==> src/rtl/mips_divider.sv <==
// Multi-cycle radix-2 restoring divider for MIPS DIV/DIVU.
// Produces quotient (LO) and remainder (HI) 33 cycles after start is accepted.
module mips_divider #(
    parameter int WIDTH = 32
) (
    input  logic             clk,
    input  logic             rst,
    input  logic             start,
    input  logic             is_signed,
    input  logic [WIDTH-1:0] dividend,
    input  logic [WIDTH-1:0] divisor,
    output logic             busy,
    output logic             done,
    output logic [WIDTH-1:0] quotient,
    output logic [WIDTH-1:0] remainder,
    output logic             div_by_zero
);

    localparam int CW = $clog2(WIDTH + 1);

    typedef enum logic [1:0] {IDLE, CALC, FIX} state_t;

    state_t           state;
    logic             op_signed;
    logic             dvd_neg;
    logic             dvs_neg;
    logic             dvs_zero;
    logic [WIDTH-1:0] dvd_raw;
    logic [WIDTH-1:0] dvs_mag;
    logic [WIDTH:0]   rem;
    logic [WIDTH-1:0] quo;
    logic [CW-1:0]    count;

    logic [WIDTH+1:0] trial;
    logic             trial_neg;
    logic [WIDTH-1:0] q_fix;
    logic [WIDTH-1:0] r_fix;

    // Trial subtraction on the shifted {rem, quo}; top bit is the borrow.
    always_comb begin
        trial     = {1'b0, rem, quo[WIDTH-1]} - {2'b00, dvs_mag};
        trial_neg = trial[WIDTH+1];
        q_fix     = quo;
        r_fix     = rem[WIDTH-1:0];
        if (dvs_zero) begin
            q_fix = '1;
            r_fix = dvd_raw;
        end else if (op_signed) begin
            if (dvd_neg ^ dvs_neg) q_fix = -quo;
            if (dvd_neg)           r_fix = -rem[WIDTH-1:0];
        end
    end

    always_ff @(posedge clk) begin
        if (rst) begin
            state       <= IDLE;
            op_signed   <= 1'b0;
            dvd_neg     <= 1'b0;
            dvs_neg     <= 1'b0;
            dvs_zero    <= 1'b0;
            dvd_raw     <= '0;
            dvs_mag     <= '0;
            rem         <= '0;
            quo         <= '0;
            count       <= '0;
            busy        <= 1'b0;
            done        <= 1'b0;
            quotient    <= '0;
            remainder   <= '0;
            div_by_zero <= 1'b0;
        end else begin
            done <= 1'b0;
            case (state)
                IDLE: begin
                    if (start) begin
                        op_signed <= is_signed;
                        dvd_neg   <= is_signed & dividend[WIDTH-1];
                        dvs_neg   <= is_signed & divisor[WIDTH-1];
                        dvs_zero  <= (divisor == '0);
                        dvd_raw   <= dividend;
                        // Quotient register starts out holding the dividend magnitude.
                        quo       <= (is_signed && dividend[WIDTH-1]) ? -dividend : dividend;
                        dvs_mag   <= (is_signed && divisor[WIDTH-1]) ? -divisor : divisor;
                        rem       <= '0;
                        count     <= '0;
                        busy      <= 1'b1;
                        state     <= CALC;
                    end
                end
                CALC: begin
                    if (trial_neg) begin
                        rem <= {rem[WIDTH-1:0], quo[WIDTH-1]};
                    end else begin
                        rem <= trial[WIDTH:0];
                    end
                    quo   <= {quo[WIDTH-2:0], ~trial_neg};
                    count <= count + 1'b1;
                    if (count == CW'(WIDTH - 1)) state <= FIX;
                end
                FIX: begin
                    quotient    <= q_fix;
                    remainder   <= r_fix;
                    div_by_zero <= dvs_zero;
                    done        <= 1'b1;
                    busy        <= 1'b0;
                    state       <= IDLE;
                end
                default: state <= IDLE;
            endcase
        end
    end

endmodule

==> config.mk <==
export PLATFORM = sky130hd
export DESIGN_NAME = mips_divider
export DESIGN_NICKNAME = d
export VERILOG_FILES = /design/src/rtl/mips_divider.sv
export SDC_FILE = /design/constraint.sdc
export NUM_CORES = 1
export LEC_CHECK = 0
export CAP_MARGIN = 20
export CELL_PAD_IN_SITES_DETAIL_PLACEMENT = 1
export CELL_PAD_IN_SITES_GLOBAL_PLACEMENT = 2
export CORE_AREA = 2 2 194 196
export DETAILED_ROUTE_END_ITERATION = 8
export DIE_AREA = 0 0 196 198
export PLACE_DENSITY = 0.85
export RECOVER_POWER = 25
export SLEW_MARGIN = 30
export SYNTH_ARGS = -nofsm -noshare
export SYNTH_HDL_FRONTEND = slang
export SYNTH_SLANG_ARGS = --single-unit
==> constraint.sdc <==
create_clock -name clk -period 3.7 [get_ports clk]
set_clock_uncertainty 0.15 [all_clocks]
set_input_delay 0.74 -clock clk [delete_from_list [all_inputs] [get_ports clk]]
set_output_delay 0.74 -clock clk [all_outputs]
set_load 0.02 [all_outputs]
# Word-level counts from Yosys, hierarchy flattened
# Index checks and enable logic that the tools add are counted.
dict set report word_totals {
  in_bits 68
  reg_bits 208
  word_cells 61
}
dict set report classes {
  n_mux 21
  n_eq_ne 5
  reduce_logical 10
  bitwise 4
  addsub 6
}
# operator n
set op_table {}
lappend op_table {{2-to-1 mux 32 bit} 9}
lappend op_table {{negator 32 bit} 4}
lappend op_table {{2-to-1 mux 33 bit} 2}
lappend op_table {{case mux 33 bit (2 select lines)} 1}
lappend op_table {{case mux 32 bit (2 select lines)} 1}
lappend op_table {{subtractor 34 x 32 -> 34 bit} 1}
lappend op_table {{logical NOT 32 bit} 1}
lappend op_table {{case mux 6 bit (2 select lines)} 1}
lappend op_table {{AND reduction 2 bit} 4}
lappend op_table {{adder 6 x 1 -> 6 bit, second input constant} 1}
lappend op_table {{== test 6 x 5 -> 1 bit, second input constant} 1}
lappend op_table {{2-to-1 mux 6 bit} 1}
lappend op_table {{2-to-1 mux 2 bit} 2}
lappend op_table {{inequality test 2 bit, second input constant} 2}
lappend op_table {{case mux 2 bit (2 select lines)} 1}
lappend op_table {{nonzero test 2 bit} 2}
lappend op_table {{bitwise AND 1 bit} 2}
lappend op_table {{== test 2 x 1 -> 1 bit, second input constant} 1}
lappend op_table {{== test 2 bit, second input constant} 1}
lappend op_table {{logical AND 1 bit} 2}
lappend op_table {{logical NOT 2 bit} 1}
lappend op_table {{2-to-1 mux 1 bit} 2}
lappend op_table {{case mux 1 bit (2 select lines)} 1}
lappend op_table {{inverter 1 bit} 1}
lappend op_table {{XOR 1 bit} 1}

# Logic depth before layout (Yosys ltp)
# Gate-level depths: netlist of run 1.
dict set report logic_depth {
  ltp_word 4
  depth_mapped 14
  mapped_depth_nobuf 13
}

# Worst setup path after synthesis of run 1
# OpenSTA, ideal clock, no wires.
dict set report synth_path {
  path_kind {register to register}
  start {register quo[31]}
  end {register rem[32]}
  synth_period_minus_slack_ns 3.153
  setup_ns 0.059
  setup_slack_ns 0.547
  arrival_time_ns 2.944
  stages_incl_launch_ff 14
  required_time_ns 3.491
  path_cell_list {dfxtp_1 > inv_1 > ha_1 > inv_1 > fa_1 > a21o_1 > a221o_1 > a2111oi_0 > nor4_1 > o22ai_1 > o21ai_0 > a2111oi_0 > mux2i_1 > nand2_1}
}
dict set report synth_between {
  elab_chain_cells 3
}
# item line
set synth_rtl {}
lappend synth_rtl {{start: declaration} 31} ;# logic [WIDTH-1:0] quo;
lappend synth_rtl {{start signal: assignment} 82} ;# quo <= (is_signed && dividend[WIDTH-1]) ? -dividend : dividend;
lappend synth_rtl {{start signal: assignment} 96} ;# quo <= {quo[WIDTH-2:0], ~trial_neg};
lappend synth_rtl {{subtractor 34 x 32 -> 34 bit} 41} ;# trial = {1'b0, rem, quo[WIDTH-1]} - {2'b00, dvs_mag};
lappend synth_rtl {{2-to-1 mux 33 bit} 91} ;# if (trial_neg) begin
lappend synth_rtl {{case mux 33 bit (2 select lines)} 73} ;# case (state)
lappend synth_rtl {{end signal: assignment} 92} ;# rem <= {rem[WIDTH-1:0], quo[WIDTH-1]};
lappend synth_rtl {{end signal: assignment} 94} ;# rem <= trial[WIDTH:0];
lappend synth_rtl {{end: declaration} 30} ;# logic [WIDTH:0] rem;
# Every way passes these cells.
# A chain may end at the register's enable or synchronous reset.

# Final worst setup path of run 1
dict set report layout_path {
  start {register quo[31]}
  end {register rem[26]}
}
# The elaborated chain is that of the path after synthesis.

==> impl_metrics.json, run 1 <==
{
  "status": "complete, but fails checks",
  "violations": "capacitance limit, slew limit",
  "multiInputGateArea_um2": 7260,
  "synth-main-ff-cell": "dfxtp_1",
  "cp_num_buf_inv": 3,
  "ys_ff_latch": 208,
  "dr.pass1.iters": 6,
  "first_iter_violations": 641,
  "track_usage_pct": 21.2,
  "switching_share_pct": 33.8,
  "synth_top_cell_by_area": "dfxtp_1",
  "syn2layout_area_growth_pct": 25.1,
  "finish.utilization_pct": 40.5,
  "grt_max_degree": 72,
  "leakagePower_nw": 5.51,
  "critical_path_class": "register to register",
  "synth_commonest_cells": "nand2_1, dfxtp_1, nor2_1",
  "setup_viol": 0,
  "syn_avg_cell_area_um2": 7.72,
  "tightest_slew_ps": 1980,
  "route.detailed.drc": 0,
  "cpPeakStageDelay_ps": 400,
  "die_x_um": 196,
  "hp-class": "register to register",
  "rsz0062_at_grt": "false",
  "peakVddDrop_v": 0.000233,
  "total_power_mw": 7.84,
  "ys_warn_count": 0,
  "design_area_um2": 15000,
  "routedWlPerCell_um": 19.1,
  "gr-total-overflow": 0,
  "viasPerCell": 5.36,
  "internal_power_mw": 5.19,
  "regArea_um2": 4170,
  "place_congestion": 0.873,
  "maxSlewViolCount": 115,
  "drtAntennaViolNets": 0,
  "worstPathCellList": "inv_1, ha_1, inv_1, fa_1, a21o_1, a221o_1, buf_4, a211o_1, a21oi_1, o31ai_1, a31oi_1, xnor2_1, mux2i_1, o21ai_0",
  "placed_cell_area_um2": 14000,
  "drive_gt1_share_pct": 7.31,
  "worstPathRequired_ps": 4020,
  "clkLatencyLatePin_ps": 550,
  "portBuffers": 134,
  "synth_area_leaders": "dfxtp_1, nand2_1, a21oi_1, xnor2_1, nor2_1",
  "cp_slowest_cell": "fa_1",
  "maxCapViolations": 3,
  "worst_ep_arrival_time_ps": 3780,
  "syn-num-nets": 1657,
  "drt_wl_total_um": 41400,
  "fin_nets": 1783,
  "p_comb_share_pct": 32.6,
  "switchingPower_mw": 2.65,
  "ios": 135,
  "clock_path_buffers": 3,
  "synthCells": 1551,
  "clock_sinks": 208,
  "diodes": 0,
  "finalCritPeriodShare_pct": 93.5,
  "yosysMostFrequentCell": "nand2_1",
  "fin_setup_tns_ps": 0,
  "cts_buffers": 26,
  "antenna_found_initial": 0,
  "clock_power_share_pct": 35.5,
  "synthArstFlopShare_pct": 0,
  "endpoint_kind": "register",
  "ys_seq_area_share_pct": 34.8,
  "synth_edf_count": 0,
  "crit_family": "compound AO/OA/AOI/OAI gates",
  "powerDensity_nw_per_um2": 523,
  "fill_cells": 4447,
  "period_minus_slack_ps": 3460,
  "vias": 11600,
  "crit_top_cell": "inv_1",
  "grt_pass1_vias": 12000,
  "instances_no_fill": 2171,
  "die_area_um2": 38800,
  "hpwl_um": 31400,
  "synth_top_area_share_pct": 34.8,
  "fmax_ghz": 0.289,
  "hold_violations": 0,
  "die_h_um": 198,
  "max_slew_margin_pct": -31.9,
  "worst_setup_path_start_kind": "register",
  "placementRows": 71,
  "clk_pin_slew_ps": 60,
  "dp.cells": 2123,
  "synth.distinct_cells": 62,
  "cts_root_buf": "clkbuf_16",
  "critPathMaxFanout": 3,
  "netlist_area_um2": 12000,
  "power_frac_seq_pct": 31.9,
  "cts_tree": "yes",
  "start_util_pct": 32.4,
  "grt_pass1_wl_um": 65900,
  "cts.htree.levels": 1,
  "core_area_um2": 37000
}
[logic make-up after synthesis]
kind of cell | count (synthesis) | share of synthesized area (%)
adder cells (fa/ha/maj) | 38 | 4.04
buffers and inverters | 156 | 5.00
XOR/XNOR | 142 | 10.4
flip-flops | 208 | 34.8
AND/OR/NAND/NOR | 545 | 20.1
multiplexers | 28 | 2.34
AO/OA/AOI/OAI | 434 | 23.3
[worst min-delay path: cells and delay by family (launching register included)]
kind | cells | cell delay, ps
flip-flops | 1 | 300
AO/OA/AOI/OAI | 1 | 50
AND/OR/NAND/NOR | 1 | 50
[state kept, by name, summed over array words and instances (netlist names)]
register     count
quo             32
done             1
remainder       32
op_signed        1
dvs_mag         32
dvd_raw         32
dvs_zero         1
dvd_neg          1
quotient        32
busy             1
count            6
dvs_neg          1
rem             33
state            2
div_by_zero      1
[final timing paths]
check | cells past startpoint | from | slack [ps] | endpoint
hold reg to reg | 2 | remainder[12] | 300 | remainder[12]
hold / removal | 2 | remainder[12] | 300 | remainder[12]
setup reg to reg | 14 | quo[31] | 240 | rem[26]
setup / recovery | 14 | quo[31] | 240 | rem[26]
[cell type report]
class | count | share of cell area, %
tap | 474 | 3.96
clock inverter | 14 | 1.40
multi-input combinational | 1187 | 48.5
sequential | 208 | 27.8
inverter | 60 | 1.50
timing repair buffer | 194 | 12.0
clock buffer | 34 | 4.89
[through the flow]
step           hold slack, ps  setup slack, ps
2_1_floorplan             282              547
3_3_place_gp              292             -162
3_5_place_dp              297            -47.8
4_1_cts                   305              151
5_1_grt                   316             31.9
6_report                  303              240
[layer usage]
layer	vias to the layer above	share of wire [%]	global-route usage, %
met4	0	2.0	5.67
met1	5627	47	27.7
met5	-	0	0
li1	5750	-	-
met2	220	48	37.2
met3	48	3.5	2.37
[cells in the final DEF (no fill, tap or decap), types with 5 or more instances in the layout]
cell type | Yosys | routed
a211oi_1 | 52 | 51
a21oi_1 | 143 | 143
or3_1 | 14 | 14
o21ai_0 | 96 | 96
xnor2_1 | 78 | 77
o311ai_0 | 5 | 5
a222oi_1 | 30 | 30
o31ai_1 | 18 | 18
nand2_1 | 251 | 251
nand3_1 | 19 | 19
nand4_1 | 9 | 9
or4_1 | 7 | 7
nor2_1 | 150 | 149
and3_1 | 9 | 9
a311oi_1 | 8 | 8
nor3_1 | 27 | 27
and2_1 | 7 | 7
ha_1 | 37 | 37
nand2b_1 | 7 | 7
a21o_1 | 16 | 16
o41ai_1 | 11 | 11
nor4_1 | 21 | 21
clkbuf_1 | 84 | 7
dlygate4sd3_1 | 0 | 29
inv_1 | 60 | 60
clkbuf_16 | 0 | 27
clkdlybuf4s50_1 | 0 | 104
mux2i_1 | 28 | 28
buf_4 | 0 | 51
dfxtp_1 | 208 | 207
bufinv_16 | 0 | 5
xor2_1 | 64 | 64
a31oi_1 | 15 | 15
[power by group through the flow]
stage / combinational (mW) / sequential, mW / clock, mW
2_1_floorplan: 1.68 / 2.52 / 0
3_3_place_gp: 2.45 / 2.54 / 0
3_5_place_dp: 2.50 / 2.55 / 0
4_1_cts: 2.53 / 2.50 / 2.85
5_1_grt: 2.81 / 2.52 / 2.93
6_report: 2.55 / 2.50 / 2.78
[timing repair]
item | in CTS | in global routing
hold buffers | 0 | 0
setup endpoints to repair | 1 | 2
setup buffers | 0 | 0
resized for setup | 1 | 2
endpoints found under the hold margin | 0 | 0
gates cloned | 0 | 0
No activity file was read; power rests on OpenSTA's default activity.
==> run 2: changes to the inputs <==
Settings changed: ABC_CLOCK_PERIOD_IN_PS set to 3700.
==> results of run 2 <==
The final DEF is identical to that of run 1; final timing and power are the same.
